File: config.mk
export PLATFORM = sky130hd
export DESIGN_NAME = adder_pipe_seg
export DESIGN_NICKNAME = d
export VERILOG_FILES = /design/src/rtl/adder_pkg.sv /design/src/rtl/adder_seg.sv /design/src/rtl/adder_pipe_seg.sv
export SDC_FILE = /design/constraint.sdc
export NUM_CORES = 1
export LEC_CHECK = 0
export CAP_MARGIN = 0
export CORE_MARGIN = 2
export CORE_UTILIZATION = 49
export DETAILED_ROUTE_END_ITERATION = 8
export PLACE_DENSITY = 0.76
export RECOVER_POWER = 25
export SLEW_MARGIN = 10
export SYNTH_ARGS = -nofsm -noshare
export SYNTH_HDL_FRONTEND = slang
export SYNTH_SLANG_ARGS = --single-unit
export TNS_END_PERCENT = 1
File: constraint.sdc
create_clock -name clk -period 4.7 [get_ports clk]
set_clock_uncertainty 0.15 [all_clocks]
set_input_delay 0.47 -clock clk [delete_from_list [all_inputs] [get_ports clk]]
set_output_delay 0.47 -clock clk [all_outputs]
set_load 0.1 [all_outputs]
File: src/rtl/adder_pkg.sv
// Shared definitions for the segmented pipelined adder: op encoding and stage count.
package adder_pkg;

  localparam logic OP_ADD = 1'b0;
  localparam logic OP_SUB = 1'b1;

  function automatic int num_stages(input int width, input int seg);
    return width / seg;
  endfunction

endpackage

File: src/rtl/adder_seg.sv
// SEG-bit ripple-carry segment: sum, carry out, and carry into the MSB (for overflow).
// Purely combinational; the pipeline registers live in the parent.
module adder_seg #(
  parameter int SEG = 8
) (
  input  logic [SEG-1:0] a,
  input  logic [SEG-1:0] b,
  input  logic           ci,
  output logic [SEG-1:0] s,
  output logic           co,
  output logic           cmsb
);

  logic [SEG-1:0] p;
  logic [SEG-1:0] g;
  logic [SEG:0]   c;

  always_comb begin
    p    = a ^ b;
    g    = a & b;
    c    = '0;
    c[0] = ci;
    for (int i = 0; i < SEG; i++) begin
      c[i+1] = g[i] | (p[i] & c[i]);
    end
    s    = p ^ c[SEG-1:0];
    co   = c[SEG];
    cmsb = c[SEG-1];
  end

endmodule

File: src/rtl/adder_pipe_seg.sv
// Carry-pipelined adder/subtractor resolving SEG bits per stage; latency WIDTH/SEG cycles.
// Valid/ready with a single global advance: any stall at the output freezes every stage.
module adder_pipe_seg
  import adder_pkg::*;
#(
  parameter int WIDTH = 32,
  parameter int SEG   = 8
) (
  input  logic             clk,
  input  logic             rst,
  input  logic             in_valid,
  output logic             in_ready,
  input  logic [WIDTH-1:0] a,
  input  logic [WIDTH-1:0] b,
  input  logic             cin,
  input  logic             op,
  output logic             out_valid,
  input  logic             out_ready,
  output logic [WIDTH-1:0] sum,
  output logic             cout,
  output logic             ovf
);

  localparam int NSTG = num_stages(WIDTH, SEG);

  logic             advance;
  logic [WIDTH-1:0] b_eff;
  logic             c_eff;

  // SUB is folded into the operands once, so op/cin never travel down the pipe.
  assign b_eff    = (op == OP_SUB) ? ~b : b;
  assign c_eff    = (op == OP_SUB) ? ~cin : cin;
  assign advance  = !out_valid | out_ready;
  assign in_ready = advance & !rst;

  for (genvar k = 0; k < NSTG; k++) begin : g_stg
    logic             vin;
    logic [WIDTH-1:0] ain;
    logic [WIDTH-1:0] bin;
    logic [WIDTH-1:0] sin;
    logic             ci_k;
    logic [SEG-1:0]   seg_s;
    logic             seg_co;
    logic             seg_cm;
    logic [WIDTH-1:0] s_nxt;

    logic             vld_q;
    logic [WIDTH-1:0] a_q;
    logic [WIDTH-1:0] b_q;
    logic [WIDTH-1:0] s_q;
    logic             c_q;
    logic             o_q;

    if (k == 0) begin : g_first
      assign vin  = in_valid;
      assign ain  = a;
      assign bin  = b_eff;
      assign sin  = '0;
      assign ci_k = c_eff;
    end else begin : g_next
      assign vin  = g_stg[k-1].vld_q;
      assign ain  = g_stg[k-1].a_q;
      assign bin  = g_stg[k-1].b_q;
      assign sin  = g_stg[k-1].s_q;
      assign ci_k = g_stg[k-1].c_q;
    end

    adder_seg #(.SEG(SEG)) u_seg (
      .a    (ain[k*SEG +: SEG]),
      .b    (bin[k*SEG +: SEG]),
      .ci   (ci_k),
      .s    (seg_s),
      .co   (seg_co),
      .cmsb (seg_cm)
    );

    always_comb begin
      s_nxt               = sin;
      s_nxt[k*SEG +: SEG] = seg_s;
    end

    // Operands skew forward untouched; resolved sum bits accumulate in s_q.
    always_ff @(posedge clk) begin
      if (rst) begin
        vld_q <= 1'b0;
        a_q   <= '0;
        b_q   <= '0;
        s_q   <= '0;
        c_q   <= 1'b0;
        o_q   <= 1'b0;
      end else if (advance) begin
        vld_q <= vin;
        a_q   <= ain;
        b_q   <= bin;
        s_q   <= s_nxt;
        c_q   <= seg_co;
        o_q   <= seg_cm ^ seg_co;
      end
    end
  end

  assign out_valid = g_stg[NSTG-1].vld_q;
  assign sum       = g_stg[NSTG-1].s_q;
  assign cout      = g_stg[NSTG-1].c_q;
  assign ovf       = g_stg[NSTG-1].o_q;

endmodule

=== Yosys cells after proc, flatten, opt, wreduce, memory -nomap -nowiden ===
Index checks and enable logic that the tools add are counted.

* Bitwise logic cells: 81
* Multiplexer cells: 2
* Reductions and logical operators: 2

{| class="wikitable"
|+ Operator list
! kind !! count
|-
| 8-bit bitwise XOR || 8
|-
| 1-bit bitwise AND || 33
|-
| 1-bit bitwise OR || 33
|-
| 8-bit bitwise AND || 4
|-
| 32-bit 2-to-1 mux || 1
|-
| 32-bit NOT || 1
|-
| 1-bit zero test || 2
|-
| 1-bit 2-to-1 mux || 1
|-
| 1-bit NOT || 1
|-
| 1-bit bitwise XOR || 1
|}

* Input port bits: 70
* Word-level logic and storage cells: 104
* Bits in registers: 281
* Output and inout port bits: 36

=== Depth between registers and ports, before layout ===
* Word-level depth: 19
* Depth in mapped cells: 14
* Mapped depth without buffers: 14

=== Modules after synthesis ===
A second synthesis with hierarchy kept.

* Cells, all modules: 889
* Area, all modules: 7,478.4 µm²

{| class="wikitable"
|+ By module, submodules not included
! module !! instances !! sequential area each (µm²) !! area an instance (µm²) !! cells an instance
|-
| adder_pipe_seg || 1 || 3,703.6 || 6,687.7 || 817
|-
| adder_seg || 4 || 0.0 || 197.7 || 18
|}

=== Worst setup path before layout ===
Ideal clock, no wire load.

* Path kind: input-to-reg
* Start point: input port op
* End point: register g_stg[0].s_q[7]
* Data required time: 4.418 ns
* Path slack: -0.002 ns
* Data arrival time: 4.420 ns
* Stages on the path: 14
* Library setup time: 0.132 ns
* Buffers on the path: 2
* Path through: buf_4 > buf_4 > xnor2_1 > fa_1 > fa_1 > fa_1 > fa_1 > fa_1 > fa_1 > fa_1 > inv_1 > fa_1 > nand2_1 > a21oi_1

* Longest elaborated chain between the ends: 17
* Elaborated cells between the ends (all ways): 19
* Classes of those cells: mux: 2; bitwise: 17

{| class="wikitable"
|+ Ends and longest elaborated chain
! item !! RTL line !! source
|-
| start, declared || adder_pipe_seg.sv:16 || <nowiki>input logic op,</nowiki>
|-
| 32-bit 2-to-1 mux || adder_pipe_seg.sv:31 || <nowiki>assign b_eff = (op == OP_SUB) ? ~b : b;</nowiki>
|-
| 8-bit bitwise XOR || adder_seg.sv:19 || <nowiki>p = a ^ b;</nowiki>
|-
| 1-bit bitwise AND || adder_seg.sv:24 || <nowiki>c[i+1] = g[i] | (p[i] & c[i]);</nowiki>
|-
| 1-bit bitwise OR || adder_seg.sv:24 ||
|-
| 1-bit bitwise AND || adder_seg.sv:24 ||
|-
| 1-bit bitwise OR || adder_seg.sv:24 ||
|-
| 1-bit bitwise AND || adder_seg.sv:24 ||
|-
| 1-bit bitwise OR || adder_seg.sv:24 ||
|-
| [... 2 more ...] || - ||
|-
| 1-bit bitwise AND || adder_seg.sv:24 ||
|-
| 1-bit bitwise OR || adder_seg.sv:24 ||
|-
| 1-bit bitwise AND || adder_seg.sv:24 ||
|-
| 1-bit bitwise OR || adder_seg.sv:24 ||
|-
| 1-bit bitwise AND || adder_seg.sv:24 ||
|-
| 1-bit bitwise OR || adder_seg.sv:24 ||
|-
| 8-bit bitwise XOR (*) || adder_seg.sv:26 || <nowiki>s = p ^ c[SEG-1:0];</nowiki>
|-
| named net g_stg[0].seg_s[7] || adder_pipe_seg.sv:42 || <nowiki>logic [SEG-1:0] seg_s;</nowiki>
|-
| end signal, assigned || adder_pipe_seg.sv:95 || <nowiki>s_q <= s_nxt;</nowiki>
|-
| end, declared || adder_pipe_seg.sv:50 || <nowiki>logic [WIDTH-1:0] s_q;</nowiki>
|}

The timed path passes the listed nets; every way through them passes the cells marked *.
A chain may end at the register's enable or synchronous reset.

=== Worst setup path in the final report ===
* Start point: input port cin
* End point: register g_stg[0].s_q[7]

* Longest elaborated chain between the ends: 17

{| class="wikitable"
|+ Ends and longest elaborated chain
! item !! RTL line !! source
|-
| start, declared || adder_pipe_seg.sv:15 || <nowiki>input logic cin,</nowiki>
|-
| 1-bit NOT || adder_pipe_seg.sv:32 || <nowiki>assign c_eff = (op == OP_SUB) ? ~cin : cin;</nowiki>
|-
| 1-bit 2-to-1 mux (*) || adder_pipe_seg.sv:32 ||
|-
| 1-bit bitwise AND (*) || adder_seg.sv:24 ||
|-
| 1-bit bitwise OR (*) || adder_seg.sv:24 ||
|-
| 1-bit bitwise AND (*) || adder_seg.sv:24 ||
|-
| 1-bit bitwise OR (*) || adder_seg.sv:24 ||
|-
| 1-bit bitwise AND (*) || adder_seg.sv:24 ||
|-
| 1-bit bitwise OR (*) || adder_seg.sv:24 ||
|-
| [... 2 more ...] || - ||
|-
| 1-bit bitwise AND (*) || adder_seg.sv:24 ||
|-
| 1-bit bitwise OR (*) || adder_seg.sv:24 ||
|-
| 1-bit bitwise AND (*) || adder_seg.sv:24 ||
|-
| 1-bit bitwise OR (*) || adder_seg.sv:24 ||
|-
| 1-bit bitwise AND (*) || adder_seg.sv:24 ||
|-
| 1-bit bitwise OR (*) || adder_seg.sv:24 ||
|-
| 8-bit bitwise XOR (*) || adder_seg.sv:26 ||
|-
| named net g_stg[0].seg_s[7] || adder_pipe_seg.sv:42 ||
|}

Marks and branches as above.

==> impl_metrics.json <==
{
  "synthTopCellsByCount": "nand2_1, dfxtp_1, a21oi_1",
  "drt-pass1-iter-count": 4,
  "start_kind": "input pin",
  "ys_top_cells_by_area": "dfxtp_1, nand2_1, a21oi_1, fa_1, a211oi_1",
  "wl_met1_mm": 6.72,
  "vias_per_cell": 4.93,
  "drc_errors": 0,
  "grt_pass1_wl_mm": 23.9,
  "critical_path_required_ns": 4.84,
  "yosys_register_bits": 185,
  "io_buffers": 105,
  "via_count": 5546,
  "r2r_slack_ns": 0.79,
  "yosysSeqAreaShare": 0.502,
  "cts_buffer_depth": 2,
  "post_dp_cell_area_um2": 8390,
  "chipWidth_um": 127,
  "grt_start_max_net_pins": 141,
  "status": "finished, violations left",
  "dp_cells": 1093,
  "wire_per_inst_um": 12.6,
  "htree_num_levels": 4,
  "cts-root-buf": "clkbuf_16",
  "die_h_um": 127,
  "end_kind": "flop",
  "dr_wl_met2_mm": 6.61,
  "worst_slew_pin_slew_ns": 2.51,
  "core-area_um2": 14600,
  "setup_viol": 0,
  "nNetsFinal": 1030,
  "ant_nets": 0,
  "dr.first_iter.drc_count": 382,
  "r2r_start": "g_stg[2].a_q[24]",
  "hpwl_mm": 9.07,
  "area_growth_pct": 20.7,
  "cts_hold_buf": 0,
  "min_path_type": "in -> reg",
  "post_cts_buffers": 0,
  "io_pins": 106,
  "finalPower_uw": 3470,
  "routed-wl-met3_um": 629,
  "final_util": 0.608,
  "synth_top_area_cell": "dfxtp_1",
  "ctsResizeCount": 0,
  "crit_fanout": 1,
  "grt_overflow": 0,
  "holdPathEnd": "g_stg[1].s_q[6]",
  "peakVddDrop_mv": 0.360,
  "slew_headroom": -0.675,
  "grt_pass1_vias": 5077,
  "power_per_cell_area_nw_per_um2": 389,
  "place_congestion": 0.744,
  "track_usage": 0.183,
  "min_period_ns": 4.43,
  "syn_inst": 863,
  "yosysMostFrequentCell": "nand2_1",
  "leakagePower_uw": 0.00339,
  "clock_latency_ns": 0.42,
  "highest_layer": "met4",
  "cts_buffers": 17,
  "timing.fmax_mhz": 226,
  "start_util": 0.504,
  "arrival_ns": 4.57,
  "antenna_found_initial": 0,
  "r2r-end": "sum[31]",
  "syn_nets": 965,
  "routed_wl_mm": 14.2,
  "synth_top_area_frac": 0.502,
  "die_area_um2": 16100,
  "synth_enable_flop_cells": 0,
  "violations": "max-capacitance violations, max-slew violations",
  "instances_no_fill": 1125,
  "timing.final.crit_share": 0.943,
  "drive_gt1_frac": 0.0436,
  "critPathKind": "in -> reg",
  "pre_cts_ws_ns": -0.173,
  "async_reset_ff_frac": 0,
  "hold_viol_final": 0,
  "clk_pin_slew_ns": 0.07,
  "rsz0062_at_grt": "no",
  "core.rowCount": 44,
  "clock_sinks": 185,
  "finish.instance_area_um2": 8910,
  "maxCapViolations": 3,
  "ys.flop_type": "dfxtp_1",
  "tritoncts": "done",
  "r2r_cells": 12,
  "worstHoldStart": "rst",
  "slew_violations": 251,
  "synth_cell_types": 16,
  "synth_area_um2": 7380,
  "whs_path_depth": 2,
  "diodes": 0,
  "setup_slack_ns": 0.269,
  "post_synth.cell_area_avg_um2": 8.55,
  "synth-warning-count": 0
}
==> metal layers <==
metal | track usage | vias to the layer above
li1 | - | 2877
met1 | 0.251 | 2568
met2 | 0.286 | 90
met3 | 0.0456 | 11
met4 | 0.0608 | 0
met5 | 0 | -
==> state kept, by name, indices dropped and copies added, names as in the netlist <==
name         cells
cout             1
g_stg.a_q       48
g_stg.b_q       48
g_stg.c_q        3
g_stg.s_q       48
g_stg.vld_q      3
out_valid        1
ovf              1
sum             32
==> layout make-up <==
type	instances	area (µm²)
flip-flops and latches	185	3700
repair buffers	112	1090
clock buffers	18	439
well taps	184	230
inverters	29	109
fillers	1287	5740
clock inverters	14	113
multi-input cells	583	3220
==> cells in the final DEF, fill, tap and decap left out, types with 3 or more instances in the layout <==
cell               n
inv_6              4
inv_1             29
a211oi_1          40
clkdlybuf4s50_1  102
clkinvlp_4         3
a21oi_1          144
clkbuf_16         17
clkinv_2           3
xor2_1             3
nor2_1            43
dfxtp_1          185
fa_1              31
buf_4              4
xnor2_1           31
nand2_1          288
==> metrics by stage <==
stage / TNS [ns] / hold WS (ns)
floorplan: 0 / 0.282
global placement: -0.112 / 0.287
detailed placement: -0.173 / 0.292
CTS: 0 / 0.246
global route: 0 / 0.261
finish: 0 / 0.259
==> where the power goes <==
part | internal (µW) | switching, µW
Sequential | 1670 | 56.3
Combinational | 171 | 240
Clock | 703 | 624
Total | 2550 | 920
==> worst max path at each step <==
stage / endpoint / start / cells after the start / slack (ns)
finish: g_stg[0].s_q[7] / cin / 13 / 0.27
global route: g_stg[0].s_q[7] / cin / 13 / 0.13
CTS: g_stg[0].s_q[7] / cin / 13 / 0.27
detailed placement: g_stg[0].s_q[7] / cin / 13 / -0.17
global placement: g_stg[0].s_q[7] / cin / 13 / -0.11
floorplan: g_stg[0].s_q[7] / op / 14 / 0.04
==> logic make-up (layout without fill, tap and decap cells) <==
family / count (synthesis) / in the layout / share of synthesized area
simple gates: 333 / 333 / 0.170
flops: 185 / 185 / 0.502
compound gates: 184 / 184 / 0.138
buf+inv: 95 / 173 / 0.0624
xor+xnor: 34 / 34 / 0.0404
fa+ha+maj: 32 / 32 / 0.0868
==> worst max-delay path, cell delays in order <==
cell and delay [ns]:
clkdlybuf4s50_1 0.42, xnor2_1 0.15, fa_1 0.42, fa_1 0.43, fa_1 0.42, fa_1 0.42, fa_1 0.43, fa_2 0.38
fa_1 0.38, inv_1 0.08, fa_1 0.41, nand2_1 0.06, a21oi_1 0.09
Power figures use the tool's default switching activity.
